<file path="config.mk">
export PLATFORM = sky130hd
export DESIGN_NAME = fifo_rd_ctrl
export DESIGN_NICKNAME = d
export VERILOG_FILES = /design/src/rtl/fifo_rd_ctrl_pkg.sv /design/src/rtl/fifo_out_skid.sv /design/src/rtl/fifo_rd_ctrl.sv
export SDC_FILE = /design/constraint.sdc
export NUM_CORES = 1
export LEC_CHECK = 0
export BUFFER_PORTS_ARGS = -buffer_cell sky130_fd_sc_hd__buf_2
export CORE_ASPECT_RATIO = 1.1
export CORE_UTILIZATION = 40
export CTS_CLUSTER_DIAMETER = 150
export CTS_CLUSTER_SIZE = 8
export DETAILED_ROUTE_END_ITERATION = 6
export PLACE_DENSITY = 0.67
export SLEW_MARGIN = 20
export SYNTH_ARGS = -nofsm -noshare
export SYNTH_HDL_FRONTEND = slang
export SYNTH_SLANG_ARGS = --single-unit
</file>
<file path="constraint.sdc">
create_clock -name clk -period 2.4 [get_ports clk]
set_input_delay 0.12 -clock clk [delete_from_list [all_inputs] [get_ports clk]]
set_output_delay 0.12 -clock clk [all_outputs]
set_load 0.01 [all_outputs]
</file>
<file path="src/rtl/fifo_rd_ctrl_pkg.sv">
// Shared FIFO definitions: default widths, output buffer depth and the
// pointer-difference helper used by both read and write controllers.
package fifo_rd_ctrl_pkg;
  localparam int DEF_DATA_WIDTH = 4;
  localparam int DEF_ADDR_WIDTH = 4;
  localparam int OUT_BUF_DEPTH  = 2;

  // (a - b) mod 2**pw; pointers carry a wrap bit so pw = ADDR_WIDTH+1
  function automatic logic [31:0] ptr_diff(input logic [31:0] a, input logic [31:0] b,
                                           input int pw);
    ptr_diff = (a - b) & ((32'd1 << pw) - 32'd1);
  endfunction
endpackage

</file>
<file path="src/rtl/fifo_out_skid.sv">
// Two-entry head/skid register pair; strict FIFO order, flush drops contents.
module fifo_out_skid
  import fifo_rd_ctrl_pkg::*;
#(
  parameter int DATA_WIDTH = DEF_DATA_WIDTH
) (
  input  logic                  clk,
  input  logic                  rst_n,
  input  logic                  push,
  input  logic [DATA_WIDTH-1:0] push_data,
  input  logic                  pop,
  input  logic                  flush,
  output logic [DATA_WIDTH-1:0] head,
  output logic                  valid,
  output logic [1:0]            count
);
  logic [DATA_WIDTH-1:0] head_q, skid_q;
  logic [1:0]            cnt_q;
  logic                  pop_q, take_head, skid_full;

  assign pop_q     = pop & (cnt_q != 2'd0);
  assign skid_full = (cnt_q == 2'(OUT_BUF_DEPTH));
  // new word lands in head when head is (or is becoming) free and skid is empty
  assign take_head = (cnt_q == 2'd0) | (pop_q & (cnt_q == 2'd1));

  always_ff @(posedge clk) begin
    if (!rst_n) begin
      head_q <= '0;
      skid_q <= '0;
      cnt_q  <= 2'd0;
    end else if (flush) begin
      cnt_q <= 2'd0;
    end else begin
      if (pop_q && skid_full) head_q <= skid_q;
      if (push) begin
        if (take_head) head_q <= push_data;
        else           skid_q <= push_data;
      end
      cnt_q <= cnt_q + {1'b0, push} - {1'b0, pop_q};
    end
  end

  assign head  = head_q;
  assign valid = (cnt_q != 2'd0);
  assign count = cnt_q;
endmodule

</file>
<file path="src/rtl/fifo_rd_ctrl.sv">
// FIFO read-side controller: issues RAM reads against the write pointer and
// streams the 1-cycle-latency RAM data out through a 2-entry skid buffer.
module fifo_rd_ctrl
  import fifo_rd_ctrl_pkg::*;
#(
  parameter int DATA_WIDTH = DEF_DATA_WIDTH,
  parameter int ADDR_WIDTH = DEF_ADDR_WIDTH
) (
  input  logic                  clk,
  input  logic                  rst_n,
  input  logic [ADDR_WIDTH:0]   wr_ptr_ext,
  output logic [ADDR_WIDTH:0]   rd_ptr_ext,
  output logic [ADDR_WIDTH-1:0] rd_pointer,
  output logic                  rd_en,
  input  logic [DATA_WIDTH-1:0] ram_data,
  output logic [DATA_WIDTH-1:0] m_data,
  output logic                  m_valid,
  input  logic                  m_ready,
  input  logic                  flush,
  output logic                  empty,
  output logic [ADDR_WIDTH+1:0] level
);
  localparam int LW = ADDR_WIDTH + 2;

  logic [ADDR_WIDTH:0] rp;
  logic                pend, pop, ram_avail, issue;
  logic [1:0]          buf_cnt;
  logic [2:0]          occ;

  assign pop       = m_valid & m_ready;
  assign ram_avail = (wr_ptr_ext != rp);
  assign occ       = {2'b0, pend} + {1'b0, buf_cnt};
  // a pop this cycle frees a slot, so the limit is relaxed by one
  assign issue     = rst_n & ~flush & ram_avail
                   & (occ < (3'(OUT_BUF_DEPTH) + {2'b0, pop}));

  always_ff @(posedge clk) begin
    if (!rst_n) begin
      rp   <= '0;
      pend <= 1'b0;
    end else if (flush) begin
      rp   <= wr_ptr_ext;
      pend <= 1'b0;
    end else begin
      rp   <= rp + {{ADDR_WIDTH{1'b0}}, issue};
      pend <= issue;
    end
  end

  fifo_out_skid #(.DATA_WIDTH(DATA_WIDTH)) u_skid (
    .clk       (clk),
    .rst_n     (rst_n),
    .push      (pend & ~flush),
    .push_data (ram_data),
    .pop       (pop),
    .flush     (flush),
    .head      (m_data),
    .valid     (m_valid),
    .count     (buf_cnt)
  );

  assign rd_en      = issue;
  assign rd_ptr_ext = rp;
  assign rd_pointer = rp[ADDR_WIDTH-1:0];
  assign level      = LW'(ptr_diff(32'(wr_ptr_ext), 32'(rp), ADDR_WIDTH + 1))
                    + LW'(pend) + LW'(buf_cnt);
  // reported empty while held in reset regardless of the write side's pointer
  assign empty      = ~rst_n | (level == '0);
endmodule
</file>
==> metrics.md <==
| Metric | Value |
|---|---|
| Worst skew pair latency | `0.28 ns` |
| Antenna cell count | `0` |
| Unrepaired setup endpoints after global routing | `yes` |
| Die Wd | `54.7 um` |
| Post-route ant nets | `0` |
| Vias | `1060` |
| P_int | `0.000506 W` |
| P_leak | `0.791 nW` |
| Reg clk slew, reported paths | `0.09 ns` |
| Status | `complete, but fails checks` |
| # fillers | `259` |
| Die area | `3280 um^2` |
| Final instance area | `1630 um^2` |
| Failing checks | `negative setup slack` |
| Max cap viols | `0` |
| Post-synth EDFFs | `0` |
| Die Height | `60.0 um` |
| Syn nets | `157` |
| Synth unique cells | `41` |
| Standard-cell row count | `20` |
| Part of the power in combinational logic | `38.0%` |
| FFs w/ async S/R, synth | `0%` |
| Clk network pwr share | `23.7%` |
| Final core utilization | `57.5%` |
| Clock period minus worst slack | `2.69 ns` |
| Worst-case vdd ir drop | `0.328 mV` |
| First-pass GRT wire length | `4360 um` |
| Placer Congestion | `0.741` |
| WL/cell | `13.4 um` |
| Initial antenna violation count | `0` |
| NetSw | `0.000237 W` |
| Post-Synthesis Cells | `130` |
| Slew HR | `61.6%` |
| Port Buffer Count | `34` |
| Final wirelength | `2760 um` |
| DR iter-0 viols | `18` |
| Worst endpoint required time | `2.28 ns` |
| GRT Max-Usage Layer | `met2` |
| Layout cells sized above 1 | `43.4%` |
| Synth Flop Type | `dfxtp_1` |
| Area grow syn2layout | `32.9%` |
| Reg area | `323 um^2` |
| Multi-input gate area | `913 um^2` |
| Seq pwr share | `38.3%` |
| Slew Viols, Final | `0` |
| Worst-Margin Slew | `0.576 ns` |
| TritonCTS Buffers | `3` |
| Core ar. | `2830 um^2` |
| Post-synthesis sequential area ratio | `26.2%` |
| Vias in the first global route | `1024` |
| Final Cycle Share | `112%` |
| Hold depth | `3` |
| Hold Buf Count CTS | `0` |
| Clock Tree Root | `clkbuf_4` |
| Worst Slack Setup Final | `-0.287 ns` |
| Post-Route Setup TNS | `-0.452 ns` |
| Area after DPL | `1470 um^2` |
| Total gr overflow | `0` |
| Sw frac | `31.9%` |
| Fin Hold WS | `0.0866 ns` |
| Final layout net count | `201` |
| # DRC | `0` |
| Worst Path Arrival | `2.57 ns` |
| Global-route track usage on met3 | `2.29%` |
| Fmax | `372 MHz` |
| Gr usage total | `18.5%` |
| Min-delay worst type | `primary input to register` |
| Post-DP HPWL | `2160 um` |
| Post-synth design cell area | `1220 um^2` |
| Htree depth | `1` |
| Critical path capture point type | `primary output` |
| Crit path max fanout | `2` |
| Final-report hold violation count | `0` |
| GR Util met1 | `21.2%` |
| GR Layer Usage met2 | `33.2%` |
| Initial core utilization | `43.3%` |
| Synthesized area per cell | `9.41 um^2` |
| Vias per Instance | `5.15` |
| Io pins | `35` |
| Reg2reg path depth | `9` |
| Clk_skew | `0.00382 ns` |
| Synth warn | `0` |
| Worst setup SP type | `register` |
| 1st-pass router iterations | `4` |
| WS Path Type | `register to primary output` |
| CTS tree | `done` |
| Largest net degree at the start of global routing | `15` |
| Clock Sink Count | `16` |
| Synth Register Bits | `16` |
| Clk buf depth | `2` |
| Count of final setup violators | `3` |
| P per Cell Area | `457 nW/um^2` |
-- state kept, by name, summed over array words and instances (netlist names) --
signal and cells:
u_skid.skid_q 4, pend 1, u_skid.head 4, rd_ptr_ext 5, u_skid.count 2
-- critical path: stages (launching register included) --
cell,delay (ns)
dfxtp_2,0.34
ha_4,0.16
inv_2,0.05
fa_2,0.46
ha_4,0.29
nor2b_4,0.13
o21ai_2,0.06
or4b_4,0.48
a22oi_2,0.16
buf_2,0.16
-- routing by layer --
layer	up-vias	wire length, um	share of wire [%]
li1	537	-	-
met1	500	1150	42
met2	21	1490	54
met3	2	106	3.8
met4	0	19	0.69
met5	-	0	0
-- placed cells by master (no fill, tap or decap), drive strengths merged, types with 2 or more instances in the layout --
master,count
clkbuf,4
nor2b,4
o22a,4
a21oi,5
inv,12
nand2,2
xor2,3
nand2b,4
and2,2
mux2i,7
fa,3
nor3,2
nor2,13
o21ai,4
dfxtp,16
buf,46
or2,2
xnor2,6
ha,11
nand3,5
o221a,4
a2111oi,2
-- cell type report --
| type | count | share of cell area [%] |
|---|---|---|
| multi-input cells | 95 | 56.2 |
| inverters | 12 | 2.77 |
| clock buffers | 4 | 2.23 |
| repair buffers | 46 | 16.5 |
| well taps | 33 | 2.54 |
| flip-flops and latches | 16 | 19.8 |
-- worst paths after layout --
kind                                       from                             to  slack [ns]
setup / recovery       rd_ptr_ext[0]$_SDFF_PN0_                          empty       -0.29
hold / removal                      ram_data[3]  u_skid.skid_q[3]$_SDFFE_PN0P_        0.09
setup reg to reg     u_skid.count[0]$_SDFF_PP0_       rd_ptr_ext[4]$_SDFF_PN0_        0.23
hold reg to reg   u_skid.skid_q[0]$_SDFFE_PN0P_  u_skid.skid_q[0]$_SDFFE_PN0P_        0.52
-- repair_timing --
action                     in CTS  in global routing
pin swaps                       5                  8
gates resized for setup        10                  9
setup endpoints to repair       4                  5
setup buffers                   1                  3
-- power groups by stage --
stage	Combinational, W	Clock [W]	Sequential, W
after CTS	0.000267	0.000186	0.000284
after global placement	0.000245	0	0.000289
after global routing	0.000312	0.000194	0.000286
after floorplan	0.000169	0	0.000295
final	0.000282	0.000176	0.000284
after detailed placement	0.000250	0	0.000289
-- per-stage QoR --
stage	cells	setup WS, ns	power [W]
detailed placement	198	-0.0881	0.000539
global route	206	-0.355	0.000792
finish	206	-0.287	0.000743
CTS	203	-0.328	0.000737
global placement	198	0.00282	0.000534
floorplan	130	0.0274	0.000464
-- kinds of logic after synthesis --
kind of cell               count (synthesis)  synth area share [%]
and+or+nand+nor                           41                  20.1
AOI/OAI and AO/OA                         23                  15.1
buffers and inverters                     19                  7.67
DFF                                       16                  26.2
adders and majority gates                 14                  16.2
xor gates and xnor gates                  10                  9.00
muxes                                      7                  5.73
-- synth_stat cells (all sizes together) (3+ instances only) --
| library cell | n | share of area [%] |
|---|---|---|
| nor2b | 4 | 2.0 |
| buf | 6 | 3.7 |
| nand2b | 4 | 2.7 |
| xor2 | 3 | 2.8 |
| o221a | 4 | 3.7 |
| nand3 | 5 | 2.0 |
| ha | 11 | 11 |
| o22a | 4 | 2.9 |
| dfxtp | 16 | 26 |
| inv | 12 | 3.7 |
| o21ai | 4 | 1.9 |
| xnor2 | 6 | 4.3 |
| a21oi | 5 | 2.7 |
| nor2 | 13 | 4.0 |
| fa | 3 | 4.9 |
| mux2i | 7 | 5.7 |
No activity file was read; power rests on OpenSTA's default activity.
